## config.mk

```make
export PLATFORM = sky130hd
export DESIGN_NAME = sdram_port_arbiter
export DESIGN_NICKNAME = d
export VERILOG_FILES = /design/src/rtl/sdram_port_arbiter.sv
export SDC_FILE = /design/constraint.sdc
export NUM_CORES = 1
export LEC_CHECK = 0
export CAP_MARGIN = 20
export CORE_ASPECT_RATIO = 1.2
export CORE_MARGIN = 4
export CORE_UTILIZATION = 40
export CTS_CLUSTER_SIZE = 8
export DETAILED_ROUTE_END_ITERATION = 16
export PLACE_DENSITY_LB_ADDON = 0.12
export REMOVE_ABC_BUFFERS = 1
export SKIP_LAST_GASP = 1
export SYNTH_ARGS = -nofsm -noshare
export SYNTH_HDL_FRONTEND = slang
export SYNTH_SLANG_ARGS = --single-unit
export TNS_END_PERCENT = 20
```

## constraint.sdc

```tcl
create_clock -name clk -period 2.85 [get_ports clk]
set_input_delay 0.285 -clock clk [delete_from_list [all_inputs] [get_ports clk]]
set_output_delay 0.285 -clock clk [all_outputs]
set_load 0.005 [all_outputs]
```

## src/rtl/sdram_port_arbiter.sv

```systemverilog
// sdram_port_arbiter: shares one Avalon-style SDRAM command port among NP
// burst requesters. One fixed-length burst (BL beats) is granted at a time,
// beat addresses are generated by incrementing from the latched start
// address, and read returns are steered back to their issuer through an
// in-order tag FIFO.
// Build option: SDRAM_ARB_FIXED_PRIO_EN selects fixed priority (port 0
// highest) instead of round-robin.

// Per-port slice: eligibility and the one-hot decode of grant, write ack and
// read-return ownership for one requester.
module sdram_port_arbiter_lane #(
  parameter int             PW = 2,
  parameter logic [PW-1:0]  ID = '0
) (
  input  logic          req,
  input  logic          req_wr,
  input  logic          tag_full,
  input  logic          xfer,
  input  logic          beat_acc,
  input  logic          win_wr,
  input  logic [PW-1:0] win_id,
  input  logic          ret_ok,
  input  logic [PW-1:0] head_id,
  output logic          elig,
  output logic          gnt,
  output logic          wr_ack,
  output logic          rd_hit
);
  // Reads need a free tag slot; writes only need the request.
  assign elig   = req & (req_wr | ~tag_full);
  assign gnt    = xfer & (win_id == ID);
  assign wr_ack = beat_acc & win_wr & (win_id == ID);
  assign rd_hit = ret_ok & (head_id == ID);
endmodule

module sdram_port_arbiter #(
  parameter int NP        = 3,
  parameter int BL        = 256,
  parameter int TAG_DEPTH = 4
) (
  input  logic              clk,
  input  logic              rst_n,
  input  logic [NP-1:0]     req,
  input  logic [NP-1:0]     req_wr,
  input  logic [NP*24-1:0]  req_addr,
  input  logic [NP*16-1:0]  req_wrdata,
  output logic [NP-1:0]     gnt,
  output logic [NP-1:0]     wr_ack,
  output logic [15:0]       rd_data,
  output logic [NP-1:0]     rd_vld,
  output logic              err_orphan,
  output logic              avm_write,
  output logic              avm_read,
  output logic [23:0]       avm_addr,
  output logic [15:0]       avm_wrdata,
  input  logic [15:0]       avs_rddata,
  input  logic              avs_rddata_vld,
  input  logic              avs_waitrequest
);
  localparam int PW = (NP > 1) ? $clog2(NP) : 1;
  localparam int BW = (BL > 1) ? $clog2(BL) : 1;
  localparam int TW = (TAG_DEPTH > 1) ? $clog2(TAG_DEPTH) : 1;
  localparam int CW = $clog2(TAG_DEPTH + 1);

  typedef enum logic [1:0] {IDLE, XFER, DONE} state_t;

  state_t                    state, state_nxt;
  logic [NP-1:0][23:0]       addr_v;
  logic [NP-1:0][15:0]       wdat_v;
  logic [NP-1:0]             elig, rd_hit;
  logic                      found;
  logic [PW-1:0]             pick;
  logic [PW-1:0]             win_id;
  logic                      win_wr;
  logic [23:0]               base_addr;
  logic [BW-1:0]             beat_cnt;
  logic                      xfer, beat_acc, last_beat;

  logic [TAG_DEPTH-1:0][PW-1:0] tag_mem;
  logic [TW-1:0]             tag_wp, tag_rp;
  logic [CW-1:0]             tag_cnt;
  logic                      tag_full, tag_empty;
  logic                      push, pop, ret_ok;
  logic [BW-1:0]             ret_cnt;
  logic [PW-1:0]             head_id;

  // Unpack the flat per-port buses and instantiate per-port decode.
  for (genvar p = 0; p < NP; p++) begin : g_port
    assign addr_v[p] = req_addr[p*24 +: 24];
    assign wdat_v[p] = req_wrdata[p*16 +: 16];
    sdram_port_arbiter_lane #(.PW(PW), .ID(PW'(p))) u_lane (
      .req      (req[p]),
      .req_wr   (req_wr[p]),
      .tag_full (tag_full),
      .xfer     (xfer),
      .beat_acc (beat_acc),
      .win_wr   (win_wr),
      .win_id   (win_id),
      .ret_ok   (ret_ok),
      .head_id  (head_id),
      .elig     (elig[p]),
      .gnt      (gnt[p]),
      .wr_ack   (wr_ack[p]),
      .rd_hit   (rd_hit[p])
    );
  end

`ifdef SDRAM_ARB_FIXED_PRIO_EN
  // Fixed priority: lowest-numbered eligible port wins (scan high to low so
  // the last hit is the lowest index).
  always_comb begin
    found = 1'b0;
    pick  = '0;
    for (int i = NP - 1; i >= 0; i--) begin
      if (elig[i]) begin
        found = 1'b1;
        pick  = PW'(i);
      end
    end
  end
`else
  logic [PW-1:0] rr_ptr;
  logic [PW:0]   rr_sum;
  logic [PW-1:0] rr_idx;

  // Round-robin: first eligible port scanning upward from rr_ptr, wrapping.
  always_comb begin
    found  = 1'b0;
    pick   = '0;
    rr_sum = '0;
    rr_idx = '0;
    for (int i = 0; i < NP; i++) begin
      rr_sum = {1'b0, rr_ptr} + (PW+1)'(i);
      if (rr_sum >= (PW+1)'(NP)) rr_sum = rr_sum - (PW+1)'(NP);
      rr_idx = rr_sum[PW-1:0];
      if (!found && elig[rr_idx]) begin
        found = 1'b1;
        pick  = rr_idx;
      end
    end
  end

  // The port after the one just served starts the next search.
  always_ff @(posedge clk or negedge rst_n) begin
    if (!rst_n)             rr_ptr <= '0;
    else if (state == DONE) rr_ptr <= (win_id == PW'(NP - 1)) ? '0 : win_id + 1'b1;
  end
`endif

  assign xfer      = (state == XFER);
  assign beat_acc  = xfer & ~avs_waitrequest;
  assign last_beat = (beat_cnt == BW'(BL - 1));

  // State register.
  always_ff @(posedge clk or negedge rst_n) begin
    if (!rst_n) state <= IDLE;
    else        state <= state_nxt;
  end

  // Next state and command-port outputs (active-low commands).
  always_comb begin
    state_nxt  = state;
    avm_write  = 1'b1;
    avm_read   = 1'b1;
    avm_addr   = base_addr + 24'(beat_cnt);
    avm_wrdata = wdat_v[win_id];
    case (state)
      IDLE: if (found) state_nxt = XFER;
      XFER: begin
        avm_write = ~win_wr;
        avm_read  = win_wr;
        if (beat_acc && last_beat) state_nxt = DONE;
      end
      DONE:    state_nxt = IDLE;
      default: state_nxt = IDLE;
    endcase
  end

  // Latch the winner at grant; step the beat counter on each accepted beat.
  always_ff @(posedge clk or negedge rst_n) begin
    if (!rst_n) begin
      win_id    <= '0;
      win_wr    <= 1'b0;
      base_addr <= '0;
      beat_cnt  <= '0;
    end else if (state == IDLE && found) begin
      win_id    <= pick;
      win_wr    <= req_wr[pick];
      base_addr <= addr_v[pick];
      beat_cnt  <= '0;
    end else if (beat_acc) begin
      beat_cnt  <= last_beat ? '0 : beat_cnt + 1'b1;
    end
  end

  assign tag_full  = (tag_cnt == CW'(TAG_DEPTH));
  assign tag_empty = (tag_cnt == '0);
  assign head_id   = tag_mem[tag_rp];
  assign push      = (state == IDLE) & found & ~req_wr[pick];
  assign ret_ok    = avs_rddata_vld & ~tag_empty;
  assign pop       = ret_ok & (ret_cnt == BW'(BL - 1));

  // In-order tag FIFO of read-burst owners; push and pop may coincide.
  always_ff @(posedge clk or negedge rst_n) begin
    if (!rst_n) begin
      tag_mem <= '0;
      tag_wp  <= '0;
      tag_rp  <= '0;
      tag_cnt <= '0;
    end else begin
      if (push) begin
        tag_mem[tag_wp] <= pick;
        tag_wp <= (tag_wp == TW'(TAG_DEPTH - 1)) ? '0 : tag_wp + 1'b1;
      end
      if (pop) tag_rp <= (tag_rp == TW'(TAG_DEPTH - 1)) ? '0 : tag_rp + 1'b1;
      case ({push, pop})
        2'b10:   tag_cnt <= tag_cnt + 1'b1;
        2'b01:   tag_cnt <= tag_cnt - 1'b1;
        default: tag_cnt <= tag_cnt;
      endcase
    end
  end

  // Return path: count beats of the head burst, register data and owner,
  // and flag returns that arrive with nothing outstanding.
  always_ff @(posedge clk or negedge rst_n) begin
    if (!rst_n) begin
      ret_cnt    <= '0;
      rd_data    <= '0;
      rd_vld     <= '0;
      err_orphan <= 1'b0;
    end else begin
      rd_vld <= rd_hit;
      if (ret_ok) begin
        rd_data <= avs_rddata;
        ret_cnt <= pop ? '0 : ret_cnt + 1'b1;
      end
      if (avs_rddata_vld && tag_empty) err_orphan <= 1'b1;
    end
  end
endmodule

```

# After elaboration in Yosys (flattened, before gate mapping)
# Index checks and enable logic that the tools add are counted.
[word_totals] ff_bits=82 elab_cells=136 inputBits=146 out_inout_bits=68
[classes] addsub=13 n_reduce_logical=15 mux=39 n_lt_le_gt_ge=11 bitwise=26 n_eq_ne=15
[op_table] cell="binary-select mux 24 bit (select 2 bit)" count=1
[op_table] cell="binary-select mux 16 bit (select 2 bit)" count=1
[op_table] cell="two-way mux 8 bit" count=4
[op_table] cell="two-way mux 2 bit" count=13
[op_table] cell="adder 24 x 8 -> 24 bit" count=1
[op_table] cell="two-way mux 24 bit" count=1
[op_table] cell="less-than comparator 2 x 3 -> 1 bit, second input constant" count=7
[op_table] cell="bitwise AND 1 bit" count=18
[op_table] cell="adder 8 x 1 -> 8 bit, second input constant" count=2
[op_table] cell="equality test 8 bit, second input constant" count=2
[op_table] cell="two-way mux 16 bit" count=1
[op_table] cell="equality test 2 bit, second input constant" count=6
[op_table] cell="two-way mux 1 bit" count=9
[op_table] cell="binary-select mux 1 bit (select 2 bit)" count=4
[op_table] cell="bitwise mux 8 bit" count=1
[op_table] cell="equality test 2 x 1 -> 1 bit, second input constant" count=4
[op_table] cell="adder 2 x 1 -> 2 bit, second input constant" count=3
[op_table] cell=">= comparator 3 x 2 -> 1 bit, second input constant" count=2
[op_table] cell="logical AND 1 bit" count=6
[op_table] cell="logical NOT 2 bit" count=3
[op_table] cell="one-hot mux 3 bit (2 select lines)" count=1
[op_table] cell="subtractor 2 bit, second input constant" count=3
[op_table] cell="inverter 1 bit" count=5
[op_table] cell="binary-select mux 2 bit (select 2 bit)" count=1
[op_table] cell="other kinds (15)" count=20

# Longest topological paths before layout
# Gate-level depths: netlist (run 1).
[logic_depth] depth_word=19 ltp_mapped=14 ltp_nobuf=13

# Modules after synthesis
# Synthesis (run 1) repeated with hierarchy kept, for this count alone.
[unflattened] hier_cells=622 area_unflattened_um2=5307.6
[by_module_without_submodules] mod="sdram_port_arbiter" instances=1 area_each_um2=5180.0 cells_each=604
[by_module_without_submodules] mod="sdram_port_arbiter_lane (g_port[1].u_lane ...)" instances=2 area_each_um2=38.8 cells_each=6
[by_module_without_submodules] mod="sdram_port_arbiter_lane (g_port[0].u_lane)" instances=1 area_each_um2=50.0 cells_each=6

# Least setup slack after synthesis (run 1)
# No wires, ideal clock.
[synth_path] path_kind="register -> register" startpoint="register tag_cnt[1]" endpoint="register tag_cnt[2]" period_less_slack_ns=2.959 n_path_buf=0 t_required_ns=2.771 setup_time_ns=0.079 slack_ns=-0.109 path_stages_with_launch=12 arrival_ns=2.880 path_cell_list="dfrtp_1 > or4b_4 > o2bb2ai_2 > maj3_2 > o2111a_2 > o21ai_1 > ha_1 > inv_1 > fa_1 > xor2_1 > nor2_1 > xor2_1"
[synth_between] elab_chain_cells=19 elab_cells_between_ends=39 cone_classes="add/sub (2); eq/ne (3); mux (15); bitwise (13); reduce/logical (6)"
[synth_lines] element="start: declaration" line_no="81" source="logic [CW-1:0] tag_cnt;"
[synth_lines] element="start signal: assignment" line_no="217" source="2'b10: tag_cnt <= tag_cnt + 1'b1;"
[synth_lines] element="start signal: assignment" line_no="218" source="2'b01: tag_cnt <= tag_cnt - 1'b1;"
[synth_lines] element="start signal: assignment" line_no="219" source="default: tag_cnt <= tag_cnt;"
[synth_lines] element="equality test 3 bit" line_no="196" source="assign tag_full = (tag_cnt == CW'(TAG_DEPTH));"
[synth_lines] element="inverter 1 bit" line_no="30" source="assign elig = req & (req_wr | ~tag_full);"
[synth_lines] element="OR 1 bit" line_no="30"
[synth_lines] element="bitwise AND 1 bit" line_no="30"
[synth_lines] element="binary-select mux 1 bit (select 2 bit)" line_no="136" source="if (!found && elig[rr_idx]) begin"
[synth_lines] element="two-way mux 1 bit (implied by the code)" line_no="136"
[synth_lines] element="two-way mux 1 bit" line_no="136"
[synth_lines] element="logical NOT 1 bit" line_no="136"
[synth_lines] element="(+3 left out)"
[synth_lines] element="logical AND 1 bit" line_no="136"
[synth_lines] element="two-way mux 2 bit" line_no="136"
[synth_lines] element="binary-select mux 1 bit (select 2 bit)" line_no="199" source="assign push = (state == IDLE) & found & ~req_wr[pick];"
[synth_lines] element="two-way mux 1 bit (implied by the code)" line_no="199"
[synth_lines] element="inverter 1 bit" line_no="199"
[synth_lines] element="bitwise AND 1 bit" line_no="199"
[synth_lines] element="equality test 2 x 1 -> 1 bit / equality test 2 bit (equally long branches)" line_no="216" source="case ({push, pop})"
[synth_lines] element="one-hot mux 3 bit (2 select lines) / nonzero test 2 bit (equally long branches)"
# Several ways; a longest one is shown, not always the timed one. The select of a mux whose other input is x is not followed.
# A chain may end at the register's enable or synchronous reset.

# Worst setup path after layout (run 1)
[layout_path] startpoint="register beat_cnt[5]" endpoint="output avm_addr[19]"
[layout_between] elab_chain_cells=1
[layout_lines] element="start: declaration" line_no="76" source="logic [BW-1:0] beat_cnt;"
[layout_lines] element="start signal: assignment" line_no="192" source="beat_cnt <= last_beat ? '0 : beat_cnt + 1'b1;"
[layout_lines] element="adder 24 x 8 -> 24 bit" line_no="165" source="avm_addr = base_addr + 24'(beat_cnt);"
[layout_lines] element="end: declaration" line_no="54" source="output logic [23:0] avm_addr,"
# Every way passes these cells.

==> metrics.txt, run 1 <==
# TYPE chip_impl_metric gauge
chip_impl_metric{name="ys_warn_count",unit=""} 0
chip_impl_metric{name="power.share.clock",unit="%"} 21.6
chip_impl_metric{name="cts.htree.levels",unit=""} 3
chip_impl_metric{name="floorplan.rows",unit=""} 45
chip_impl_metric{name="drt.antenna.violating_nets",unit=""} 0
chip_impl_info{name="top_usage_layer",value="met2"} 1
chip_impl_metric{name="number_of_cells_on_the_worst_reg_to_reg_path",unit=""} 11
chip_impl_metric{name="route.final.wire_length",unit="um"} 16100
chip_impl_info{name="ys.flop_type",value="sky130_fd_sc_hd__dfrtp_1"} 1
chip_impl_info{name="synth_top_cells_by_area",value="sky130_fd_sc_hd__dfrtp_1 39%, sky130_fd_sc_hd__nand2_1 8.2%, sky130_fd_sc_hd__o21ai_0 6.8%"} 1
chip_impl_metric{name="grtUsageMet2",unit="%"} 39.7
chip_impl_metric{name="synth-edff-count",unit=""} 0
chip_impl_metric{name="worst_ir_drop_vdd",unit="mV"} 0.423
chip_impl_metric{name="final_max_slew_viol_count",unit=""} 0
chip_impl_metric{name="maxCapViolations",unit=""} 0
chip_impl_metric{name="worst_slack",unit="ns"} -0.171
chip_impl_metric{name="sequential_cell_area",unit="um^2"} 2050
chip_impl_info{name="endpoint",value="avm_addr[19]"} 1
chip_impl_metric{name="worst_ep_required_time",unit="ns"} 2.57
chip_impl_metric{name="syn-instance-count",unit=""} 612
chip_impl_metric{name="totalNegativeSetupSlack",unit="ns"} -1.11
chip_impl_metric{name="numPlacedInstances",unit=""} 988
chip_impl_metric{name="clock-skew-final",unit="ns"} 0.00601
chip_impl_metric{name="grt.met1_usage",unit="%"} 22.7
chip_impl_info{name="first_element_of_the_critical_path",value="beat_cnt[5]"} 1
chip_impl_metric{name="slew_headroom",unit="%"} 49.7
chip_impl_metric{name="total_leakage_power",unit="uW"} 0.00353
chip_impl_info{name="synth_most_common_cell",value="sky130_fd_sc_hd__nand2_1"} 1
chip_impl_metric{name="hold_viol_final",unit=""} 0
chip_impl_info{name="yosys_top_cell_by_area",value="sky130_fd_sc_hd__dfrtp_1"} 1
chip_impl_metric{name="pwr_cell_area",unit="nW/um^2"} 626
chip_impl_metric{name="finalWeightedCongestion",unit=""} 0.838
chip_impl_metric{name="dp_hpwl",unit="um"} 12200
chip_impl_metric{name="cts_max_path_buffers",unit=""} 2
chip_impl_info{name="synth_commonest_cells",value="115 x sky130_fd_sc_hd__nand2_1, 82 x sky130_fd_sc_hd__dfrtp_1, 72 x sky130_fd_sc_hd__o21ai_0, 64 x sky130_fd_sc_hd__nor2_1, 30 x sky130_fd_sc_hd__mux2_2"} 1
chip_impl_metric{name="fp.dieW",unit="um"} 113
chip_impl_metric{name="switchingPower",unit="uW"} 1660
chip_impl_metric{name="synth_cell_type_count",unit=""} 51
chip_impl_metric{name="area.growth.synth_to_final",unit="%"} 52.8
chip_impl_info{name="cp_cell_instances",value="ha_1, or3_1, a31oi_1, a21oi_1, o21ai_1, buf_4, nor3_1, xor2_1, clkdlybuf4s50_1"} 1
chip_impl_metric{name="post_layout_nonfiller_instances",unit=""} 1006
chip_impl_info{name="status",value="finished with violations"} 1
chip_impl_metric{name="antenna_cells",unit=""} 0
chip_impl_info{name="root_buffer",value="sky130_fd_sc_hd__clkbuf_16"} 1
chip_impl_info{name="worst_setup_path_start_kind",value="flop"} 1
chip_impl_metric{name="worstPathArrival",unit="ns"} 2.74
chip_impl_metric{name="seq_pwr_share",unit="%"} 35.0
chip_impl_metric{name="effective_utilization_at_floorplan",unit="%"} 41.4
chip_impl_metric{name="floorplan.io_pins",unit=""} 214
chip_impl_metric{name="drtPass1Iterations",unit=""} 4
chip_impl_metric{name="tightest_slew",unit="ns"} 0.754
chip_impl_info{name="violations",value="setup timing"} 1
chip_impl_metric{name="detail_route.iter0.violations",unit=""} 314
chip_impl_metric{name="setup_viol_count_final",unit=""} 10
chip_impl_metric{name="p_sw_share",unit="%"} 32.8
chip_impl_info{name="regToRegEndpoint",value="tag_cnt[2]"} 1
chip_impl_metric{name="grt_antenna_before_repair",unit=""} 0
chip_impl_metric{name="multiInputGateArea",unit="um^2"} 3060
chip_impl_metric{name="syn_area",unit="um^2"} 5290
chip_impl_metric{name="critical_path.max_stage_delay",unit="ns"} 0.54
chip_impl_metric{name="async_flop_share",unit="%"} 100
chip_impl_metric{name="pwr-share-comb",unit="%"} 43.4
chip_impl_info{name="holdCritPathClass",value="in -> async"} 1
chip_impl_metric{name="cts-buffers-inserted",unit=""} 9
chip_impl_metric{name="core",unit="um^2"} 12800
chip_impl_metric{name="grt_pass1_vias",unit=""} 5515
chip_impl_metric{name="gr-total-overflow",unit=""} 0
chip_impl_metric{name="synth.yosys.seq_area_share",unit="%"} 38.8
chip_impl_metric{name="fin_crit_sh",unit="%"} 106
chip_impl_metric{name="synth.avg_cell_area",unit="um^2"} 8.65
chip_impl_info{name="cp_slowest_cell",value="sky130_fd_sc_hd__clkdlybuf4s50_1"} 1
chip_impl_metric{name="timing.fmax",unit="MHz"} 331
chip_impl_info{name="rsz_0062_raised_after_global_routing",value="true"} 1
chip_impl_metric{name="die_h",unit="um"} 134
chip_impl_metric{name="vias_per_cell",unit=""} 5.22
chip_impl_metric{name="clk-insertion-delay-late",unit="ns"} 0.34
chip_impl_metric{name="clock-sinks",unit=""} 82
chip_impl_metric{name="clkTransAtPathRegs",unit="ns"} 0.06
chip_impl_info{name="critPathKind",value="reg -> out"} 1
chip_impl_metric{name="drc",unit=""} 0
chip_impl_metric{name="groute.usage.overall",unit="%"} 21.0
chip_impl_metric{name="groute.layer.met3.usage",unit="%"} 4.69
chip_impl_metric{name="num-nets-final",unit=""} 1004
chip_impl_metric{name="critical_path.max_fanout",unit=""} 8
chip_impl_metric{name="grt_start_max_net_pins",unit=""} 83
chip_impl_metric{name="portBuffers",unit=""} 213
chip_impl_metric{name="routedWlPerCell",unit="um"} 16.0
chip_impl_metric{name="internal_power",unit="uW"} 3400
chip_impl_metric{name="fillCellCount",unit=""} 1114
chip_impl_metric{name="fp.dieArea",unit="um^2"} 15100
chip_impl_metric{name="synth.top_cell.area_share",unit="%"} 38.8
chip_impl_metric{name="vias",unit=""} 5250
chip_impl_info{name="tritoncts",value="yes"} 1
chip_impl_metric{name="final_layout_size_suffix_gt1_share",unit="%"} 11.8
chip_impl_info{name="critPathCaptureType",value="output port"} 1
chip_impl_metric{name="r2r_setup_slack",unit="ns"} -0.08
chip_impl_metric{name="synth_seq_cells",unit=""} 82
chip_impl_info{name="crit-reg2reg-launch",value="tag_cnt[1]"} 1
chip_impl_metric{name="global_route_wire_length_before_repair",unit="um"} 26000
chip_impl_metric{name="period_minus_slack",unit="ns"} 3.02
-- final cells by class --
class / instances / area share (%)
timing repair buffer: 248 / 30.0
sequential: 82 / 25.4
clock buffer: 14 / 3.27
inverter: 19 / 0.882
multi-input combinational: 478 / 37.8
tap: 164 / 2.54
clock inverter: 1 / 0.108
-- state kept, by name, indices dropped and copies added (netlist names) --
signal,count
state,2
tag_mem,8
win_wr,1
rd_data,16
base_addr,24
ret_cnt,8
tag_rp,2
tag_wp,2
rr_ptr,2
rd_vld,3
beat_cnt,8
win_id,2
tag_cnt,3
err_orphan,1
-- cells by family after synthesis --
logic type                 synth area share [%]
AOI/OAI and AO/OA                          14.7
xor gates and xnor gates                   5.46
adders and majority gates                  5.23
buffers and inverters                      4.52
DFF                                        38.8
muxes                                      10.3
and+or+nand+nor                            21.1
-- cell usage in the layout, fill, tap and decap left out, types with 6 or more instances in the layout --
cell type	n
sky130_fd_sc_hd__nand2_1	115
sky130_fd_sc_hd__nor2b_1	7
sky130_fd_sc_hd__nor2_1	64
sky130_fd_sc_hd__ha_1	18
sky130_fd_sc_hd__dfrtp_1	82
sky130_fd_sc_hd__nand3_1	11
sky130_fd_sc_hd__xnor2_1	11
sky130_fd_sc_hd__mux2_2	30
sky130_fd_sc_hd__nand4_1	7
sky130_fd_sc_hd__xor2_1	22
sky130_fd_sc_hd__and3_1	11
sky130_fd_sc_hd__nand2b_1	7
sky130_fd_sc_hd__o21ai_0	71
sky130_fd_sc_hd__inv_1	19
sky130_fd_sc_hd__a21o_1	7
sky130_fd_sc_hd__mux2i_1	16
sky130_fd_sc_hd__clkdlybuf4s50_1	202
sky130_fd_sc_hd__nor3_1	8
sky130_fd_sc_hd__buf_4	33
sky130_fd_sc_hd__a21oi_1	6
sky130_fd_sc_hd__clkbuf_16	9
-- layer usage --
metal  vias to the layer above  share of wire (%)
met4                         0                2.2
li1                       2560                  -
met2                       139                 55
met1                      2524                 37
met3                        27                5.3
met5                         -                  0
-- per-stage QoR --
step / hold slack [ns] / total power, uW / worst slack (ns) / utilization, % / cell area, um^2
after floorplan: -0.0106 / 2710 / -3.30 / - / 5120
after global placement: 0.444 / 3910 / -0.310 / 60.4 / 7720
after detailed placement: 0.451 / 3990 / -0.351 / 60.4 / 7720
after CTS: 0.161 / 5110 / -0.213 / 62.8 / 8020
after global routing: 0.334 / 5410 / -0.302 / 63.3 / 8080
final: 0.326 / 5060 / -0.171 / 63.3 / 8080
-- power by group through the flow --
stage | sequential (uW) | combinational (uW) | clock [uW]
after floorplan | 1780 | 937 | 0
after global routing | 1820 | 2420 | 1170
after CTS | 1770 | 2220 | 1120
final | 1770 | 2200 | 1090
after global placement | 1770 | 2140 | 0
after detailed placement | 1780 | 2220 | 0
-- worst min-delay path by stage --
stage,start,to,slack [ns],cells after the start
6_report,rst_n,base_addr[8],0.33,2
5_1_grt,rst_n,base_addr[8],0.33,2
4_1_cts,rst_n,base_addr[8],0.16,1
3_5_place_dp,err_orphan,err_orphan,0.45,1
3_3_place_gp,err_orphan,err_orphan,0.44,1
2_1_floorplan,rst_n,base_addr[0],-0.01,0
-- critical path: cells and delay by family, from the launching register on --
| kind | cells | cell delay [ns] |
|---|---|---|
| fa+ha+maj | 1 | 0.34 |
| buf+inv | 2 | 0.73 |
| flops | 1 | 0.42 |
| compound gates | 3 | 0.31 |
| xor+xnor | 1 | 0.14 |
| simple gates | 2 | 0.47 |
-- repair_timing --
item,4_1_cts,5_1_grt
hold buffers,0,1
endpoints found under the setup margin,19,24
setup buffers,0,1
pin swaps,3,2
gates resized for setup,15,8
hold endpoints to repair,0,10
No activity file was read; power rests on OpenSTA's default activity.
==> run 2: changes to the inputs <==
--- a/config.mk
+++ b/config.mk
@@ -8,9 +8,10 @@
 export CAP_MARGIN = 20
 export CORE_ASPECT_RATIO = 1.2
 export CORE_MARGIN = 4
-export CORE_UTILIZATION = 40
+export CORE_UTILIZATION = 44
 export CTS_CLUSTER_SIZE = 8
 export DETAILED_ROUTE_END_ITERATION = 16
+export HOLD_SLACK_MARGIN = 0.03
 export PLACE_DENSITY_LB_ADDON = 0.12
 export REMOVE_ABC_BUFFERS = 1
 export SKIP_LAST_GASP = 1
==> constraint.sdc (replaced) <==
create_clock -name clk -period 2.79 [get_ports clk]
set_input_delay 0.279 -clock clk [delete_from_list [all_inputs] [get_ports clk]]
set_output_delay 0.279 -clock clk [all_outputs]
set_load 0.005 [all_outputs]
==> metrics.txt, run 2 (synthesis results as in run 1) <==
# TYPE chip_impl_metric gauge
chip_impl_metric{name="final.hold.worst_slack",unit="ns"} 0.403
chip_impl_metric{name="cts_max_path_buffers",unit=""} 2
chip_impl_metric{name="clkTransAtPathRegs",unit="ns"} 0.06
chip_impl_metric{name="route.final.wire_length",unit="um"} 16100
chip_impl_metric{name="maxCapViolations",unit=""} 0
chip_impl_metric{name="gr-total-overflow",unit=""} 0
chip_impl_metric{name="fp.dieArea",unit="um^2"} 13900
chip_impl_metric{name="finalPower",unit="uW"} 5200
chip_impl_metric{name="pwr-share-comb",unit="%"} 43.5
chip_impl_metric{name="antenna_cells",unit=""} 0
chip_impl_metric{name="total_leakage_power",unit="uW"} 0.00357
chip_impl_metric{name="dp_hpwl",unit="um"} 12000
chip_impl_metric{name="final_layout_size_suffix_gt1_share",unit="%"} 13.6
chip_impl_info{name="holdCritPathClass",value="in -> async"} 1
chip_impl_info{name="violations",value="setup timing"} 1
chip_impl_metric{name="groute.usage.overall",unit="%"} 22.8
chip_impl_metric{name="clk-insertion-delay-late",unit="ns"} 0.33
chip_impl_metric{name="grt_antenna_before_repair",unit=""} 0
chip_impl_metric{name="hold_viol_final",unit=""} 0
chip_impl_metric{name="setup_viol_count_final",unit=""} 13
chip_impl_metric{name="num-nets-final",unit=""} 1012
chip_impl_metric{name="fp.dieW",unit="um"} 108
chip_impl_metric{name="p_sw_share",unit="%"} 33.0
chip_impl_metric{name="worst_ir_drop_vdd",unit="mV"} 0.459
chip_impl_metric{name="drc",unit=""} 0
chip_impl_metric{name="worst_ep_required_time",unit="ns"} 2.51
chip_impl_metric{name="clock-skew-final",unit="ns"} 0.00916
chip_impl_info{name="root_buffer",value="sky130_fd_sc_hd__clkbuf_16"} 1
chip_impl_metric{name="cts-buffers-inserted",unit=""} 9
chip_impl_metric{name="switchingPower",unit="uW"} 1720
chip_impl_info{name="worst_setup_path_start_kind",value="flop"} 1
chip_impl_metric{name="detail_route.iter0.violations",unit=""} 282
chip_impl_metric{name="timing.fmax",unit="MHz"} 329
chip_impl_metric{name="global_route_wire_length_before_repair",unit="um"} 25700
chip_impl_info{name="layout_commonest_cell",value="sky130_fd_sc_hd__clkdlybuf4s50_1"} 1
chip_impl_metric{name="cts.htree.levels",unit=""} 3
chip_impl_metric{name="internal_power",unit="uW"} 3490
chip_impl_info{name="rsz_0062_raised_after_global_routing",value="true"} 1
chip_impl_metric{name="power.share.clock",unit="%"} 21.6
chip_impl_metric{name="fin_crit_sh",unit="%"} 109
chip_impl_metric{name="effective_utilization_at_floorplan",unit="%"} 45.3
chip_impl_info{name="tritoncts",value="yes"} 1
chip_impl_metric{name="drt.antenna.violating_nets",unit=""} 0
chip_impl_metric{name="post_layout_nonfiller_instances",unit=""} 1008
chip_impl_metric{name="clock-sinks",unit=""} 82
chip_impl_metric{name="floorplan.io_pins",unit=""} 214
chip_impl_metric{name="vias",unit=""} 5309
chip_impl_info{name="critPathKind",value="reg -> out"} 1
chip_impl_metric{name="seq_pwr_share",unit="%"} 34.9
chip_impl_metric{name="area.growth.synth_to_final",unit="%"} 54.4
chip_impl_metric{name="slew_headroom",unit="%"} 50.0
chip_impl_metric{name="floorplan.rows",unit=""} 43
chip_impl_metric{name="critical_path.max_fanout",unit=""} 8
chip_impl_info{name="largest_registers",value="base_addr (24), rd_data (16)"} 1
chip_impl_metric{name="worst_slack",unit="ns"} -0.253
chip_impl_metric{name="vias_per_cell",unit=""} 5.27
chip_impl_metric{name="final_max_slew_viol_count",unit=""} 0
chip_impl_metric{name="core",unit="um^2"} 11700
chip_impl_metric{name="routedWlPerCell",unit="um"} 15.9
chip_impl_info{name="critPathCaptureType",value="output port"} 1
chip_impl_metric{name="pwr_cell_area",unit="nW/um^2"} 637
chip_impl_metric{name="largest_register_ffs",unit=""} 24
chip_impl_metric{name="grt_pass1_vias",unit=""} 5457
chip_impl_info{name="regMostFlops",value="base_addr"} 1
chip_impl_metric{name="placed_area",unit="um^2"} 7750
chip_impl_info{name="most-common-layout-cells",value="202 x sky130_fd_sc_hd__clkdlybuf4s50_1, 115 x sky130_fd_sc_hd__nand2_1, 82 x sky130_fd_sc_hd__dfrtp_1"} 1
chip_impl_metric{name="final_cell_area",unit="um^2"} 8170
chip_impl_metric{name="numPlacedInstances",unit=""} 986
chip_impl_metric{name="tightest_slew",unit="ns"} 0.750
chip_impl_metric{name="fillCellCount",unit=""} 928
chip_impl_metric{name="period_minus_slack",unit="ns"} 3.04
chip_impl_metric{name="die_h",unit="um"} 128
chip_impl_metric{name="drtPass1Iterations",unit=""} 4
chip_impl_metric{name="grt_start_max_net_pins",unit=""} 83
chip_impl_metric{name="portBuffers",unit=""} 213
chip_impl_metric{name="worstPathArrival",unit="ns"} 2.76
chip_impl_metric{name="finalWeightedCongestion",unit=""} 0.802
chip_impl_info{name="status",value="finished with violations"} 1
## run 2: final cells by class
cell class                 count  area (um^2)  area share (%)
sequential                    82         2050            25.1
tap                          157          196            2.40
inverter                      19         71.3           0.873
timing repair buffer         256         2480            30.3
clock inverter                 4         26.3           0.322
multi-input combinational    478         3090            37.8
clock buffer                  12          256            3.14
## run 2: path summary, 6_finish.rpt
| path | from | to | slack (ns) | cells after the start |
|---|---|---|---|---|
| setup / recovery | beat_cnt[5] | avm_addr[11] | -0.25 | 9 |
| hold / removal | rst_n | base_addr[12] | 0.40 | 2 |
| setup reg to reg | rr_ptr[0] | tag_cnt[2] | -0.10 | 12 |
| hold reg to reg | err_orphan | err_orphan | 0.46 | 1 |
| max in group asynchronous | rst_n | tag_cnt[0] | 1.79 | 3 |
| min in group clk | err_orphan | err_orphan | 0.46 | 1 |
## run 2: per-layer routing
layer	GRT usage, %	vias up	routed length (um)
met5	0	-	0
met4	7.21	0	225
met3	4.43	18	791
met2	42.7	144	8940
met1	25.8	2578	6110
li1	-	2569	-
## run 2: worst max-delay path, cell delays in order (launching register included)
cell and delay (ns):
sky130_fd_sc_hd__dfrtp_1 0.43, sky130_fd_sc_hd__ha_1 0.34, sky130_fd_sc_hd__or3_1 0.40, sky130_fd_sc_hd__a31oi_1 0.18
sky130_fd_sc_hd__a21oi_1 0.06, sky130_fd_sc_hd__o21ai_1 0.09, sky130_fd_sc_hd__buf_4 0.19, sky130_fd_sc_hd__nor2_1 0.06
sky130_fd_sc_hd__xor2_1 0.14, sky130_fd_sc_hd__clkdlybuf4s50_1 0.54
## run 2: what timing repair did
action / 4_1_cts / 5_1_grt
pin swaps: 5 / 4
endpoints found under the setup margin: 21 / 21
hold buffers: 0 / 1
setup buffers: 3 / 1
hold endpoints to repair: 0 / 25
resized for setup: 20 / 10
## run 2: metrics by stage
| step | TNS (ns) | worst slack (ns) | utilization [%] |
|---|---|---|---|
| detailed placement | -1.61 | -0.409 | 66.4 |
| global placement | -0.913 | -0.352 | 66.4 |
| CTS | -2.24 | -0.243 | 69.2 |
| finish | -1.73 | -0.253 | 70.0 |
| global route | -3.82 | -0.345 | 70.0 |
| floorplan | -87.34 | -3.36 | - |
## run 2: power by group through the flow
stage	sequential, uW	clock, uW	combinational, uW
finish	1820	1120	2260
global placement	1800	0	2210
floorplan	1810	0	957
global route	1870	1200	2500
CTS	1810	1140	2270
detailed placement	1820	0	2270
==> run 3: changes to the inputs <==
--- a/config.mk
+++ b/config.mk
@@ -14,6 +14,7 @@
 export HOLD_SLACK_MARGIN = 0.03
 export PLACE_DENSITY_LB_ADDON = 0.12
 export REMOVE_ABC_BUFFERS = 1
+export SKIP_CTS_REPAIR_TIMING = 1
 export SKIP_LAST_GASP = 1
 export SYNTH_ARGS = -nofsm -noshare
 export SYNTH_HDL_FRONTEND = slang
==> metrics.txt, run 3 (synthesis results as in run 1) <==
# TYPE chip_impl_metric gauge
chip_impl_metric{name="final_cell_area",unit="um^2"} 8140
chip_impl_metric{name="grt_pass1_vias",unit=""} 5431
chip_impl_metric{name="clock-sinks",unit=""} 82
chip_impl_info{name="status",value="finished with violations"} 1
chip_impl_info{name="cp_cell_instances",value="ha_1, or3_1, a31oi_1, a21oi_1, o21ai_1, buf_4, nor2_1, xor2_1, clkdlybuf4s50_1"} 1
chip_impl_metric{name="routedWlPerCell",unit="um"} 15.8
chip_impl_info{name="critPathKind",value="reg -> out"} 1
chip_impl_metric{name="finalWeightedCongestion",unit=""} 0.802
chip_impl_metric{name="final_max_slew_viol_count",unit=""} 0
chip_impl_metric{name="worstPathArrival",unit="ns"} 2.80
chip_impl_metric{name="num-nets-final",unit=""} 1010
chip_impl_metric{name="global_route_wire_length_before_repair",unit="um"} 25400
chip_impl_metric{name="pwr_cell_area",unit="nW/um^2"} 638
chip_impl_metric{name="groute.usage.overall",unit="%"} 22.6
chip_impl_info{name="rsz_0062_raised_after_global_routing",value="true"} 1
chip_impl_metric{name="numPlacedInstances",unit=""} 986
chip_impl_metric{name="cts.htree.levels",unit=""} 3
chip_impl_metric{name="grt_antenna_before_repair",unit=""} 0
chip_impl_info{name="cp_slowest_cell",value="sky130_fd_sc_hd__clkdlybuf4s50_1"} 1
chip_impl_metric{name="period_minus_slack",unit="ns"} 3.08
chip_impl_info{name="largest_registers",value="base_addr (24), rd_data (16)"} 1
chip_impl_metric{name="totalNegativeSetupSlack",unit="ns"} -2.48
chip_impl_info{name="most-common-layout-cells",value="204 x sky130_fd_sc_hd__clkdlybuf4s50_1, 115 x sky130_fd_sc_hd__nand2_1, 82 x sky130_fd_sc_hd__dfrtp_1"} 1
chip_impl_info{name="root_buffer",value="sky130_fd_sc_hd__clkbuf_16"} 1
chip_impl_metric{name="maxCapViolations",unit=""} 0
chip_impl_metric{name="worst_ir_drop_vdd",unit="mV"} 0.463
chip_impl_metric{name="portBuffers",unit=""} 213
chip_impl_info{name="regMostFlops",value="base_addr"} 1
chip_impl_metric{name="area.growth.synth_to_final",unit="%"} 53.9
chip_impl_metric{name="drtPass1Iterations",unit=""} 4
chip_impl_metric{name="die_h",unit="um"} 128
chip_impl_metric{name="critical_path.max_stage_delay",unit="ns"} 0.58
chip_impl_metric{name="effective_utilization_at_floorplan",unit="%"} 45.3
chip_impl_metric{name="placed_area",unit="um^2"} 7750
chip_impl_info{name="layout_commonest_cell",value="sky130_fd_sc_hd__clkdlybuf4s50_1"} 1
chip_impl_metric{name="post_layout_nonfiller_instances",unit=""} 1006
chip_impl_metric{name="final_layout_size_suffix_gt1_share",unit="%"} 13.3
chip_impl_metric{name="drc",unit=""} 0
chip_impl_info{name="critPathCaptureType",value="output port"} 1
chip_impl_metric{name="crit_buf_inv",unit=""} 2
chip_impl_metric{name="detail_route.iter0.violations",unit=""} 238
chip_impl_metric{name="cts_max_path_buffers",unit=""} 2
chip_impl_metric{name="setup_viol_count_final",unit=""} 13
chip_impl_metric{name="vias",unit=""} 5304
chip_impl_metric{name="fp.dieW",unit="um"} 108
chip_impl_metric{name="slew_headroom",unit="%"} 49.9
chip_impl_metric{name="floorplan.rows",unit=""} 43
chip_impl_metric{name="cts-buffers-inserted",unit=""} 9
chip_impl_metric{name="vias_per_cell",unit=""} 5.27
chip_impl_metric{name="largest_register_ffs",unit=""} 24
chip_impl_metric{name="floorplan.io_pins",unit=""} 214
chip_impl_metric{name="antenna_cells",unit=""} 0
chip_impl_metric{name="drt.antenna.violating_nets",unit=""} 0
chip_impl_info{name="worst_setup_path_start_kind",value="flop"} 1
chip_impl_metric{name="total_leakage_power",unit="uW"} 0.00358
chip_impl_metric{name="clk-insertion-delay-late",unit="ns"} 0.33
chip_impl_metric{name="fin_crit_sh",unit="%"} 110
chip_impl_metric{name="dp_hpwl",unit="um"} 12000
chip_impl_metric{name="fp.dieArea",unit="um^2"} 13900
chip_impl_metric{name="worst_slack",unit="ns"} -0.292
chip_impl_metric{name="gr-total-overflow",unit=""} 0
chip_impl_metric{name="hold_viol_final",unit=""} 0
chip_impl_metric{name="fin_util",unit="%"} 69.8
chip_impl_info{name="holdCritPathClass",value="in -> async"} 1
chip_impl_info{name="largest_delay_contributor_family_on_the_critical_path",value="buffers and inverters"} 1
chip_impl_metric{name="core",unit="um^2"} 11700
chip_impl_info{name="violations",value="setup timing"} 1
chip_impl_metric{name="grt_start_max_net_pins",unit=""} 83
chip_impl_metric{name="clock-skew-final",unit="ns"} 0.00862
chip_impl_metric{name="clkTransAtPathRegs",unit="ns"} 0.06
chip_impl_metric{name="critical_path.max_fanout",unit=""} 8
chip_impl_metric{name="route.final.wire_length",unit="um"} 15900
chip_impl_metric{name="timing.fmax",unit="MHz"} 325
chip_impl_info{name="tritoncts",value="yes"} 1
chip_impl_metric{name="worst_ep_required_time",unit="ns"} 2.51
chip_impl_metric{name="tightest_slew",unit="ns"} 0.751
[run 3: layer usage]
| layer | GRT usage, % | vias to the layer above | wire (um) | share of wire [%] |
|---|---|---|---|---|
| li1 | - | 2572 | - | - |
| met1 | 25.6 | 2570 | 6040 | 38 |
| met2 | 42.3 | 144 | 8850 | 56 |
| met3 | 4.43 | 18 | 796 | 5.0 |
| met4 | 7.21 | 0 | 233 | 1.5 |
| met5 | 0 | - | 0 | 0 |
[run 3: cell type report]
cell class              instances  area [um^2]
clock buffers                  12          256
clock inverters                 4         26.3
fillers                       926         3530
inverters                      19         71.3
multi-input cells             478         3070
flip-flops and latches         82         2050
well taps                     157          196
repair buffers                254         2470
[run 3: path summary, 6_finish.rpt]
path                             start             to  slack, ns  depth (start not counted)
setup / recovery           beat_cnt[5]   avm_addr[15]      -0.29                          9
hold / removal                   rst_n  base_addr[12]       0.40                          2
setup reg to reg            tag_cnt[1]     tag_cnt[2]      -0.18                         11
hold reg to reg             err_orphan     err_orphan       0.46                          1
max in group asynchronous        rst_n    rd_data[11]       1.79                          3
min in group clk            err_orphan     err_orphan       0.46                          1
[run 3: stage by stage]
stage	hold slack [ns]	setup WS, ns	power [uW]
3_3_place_gp	0.441	-0.352	4010
6_report	0.403	-0.292	5200
3_5_place_dp	0.448	-0.409	4090
5_1_grt	0.439	-0.373	5580
4_1_cts	0.159	-0.540	5230
2_1_floorplan	-0.0166	-3.36	2770
[run 3: where the power goes]
group	internal, uW	switching (uW)
clock network	650	470
registers	1530	290
logic	1320	946
total	3490	1710
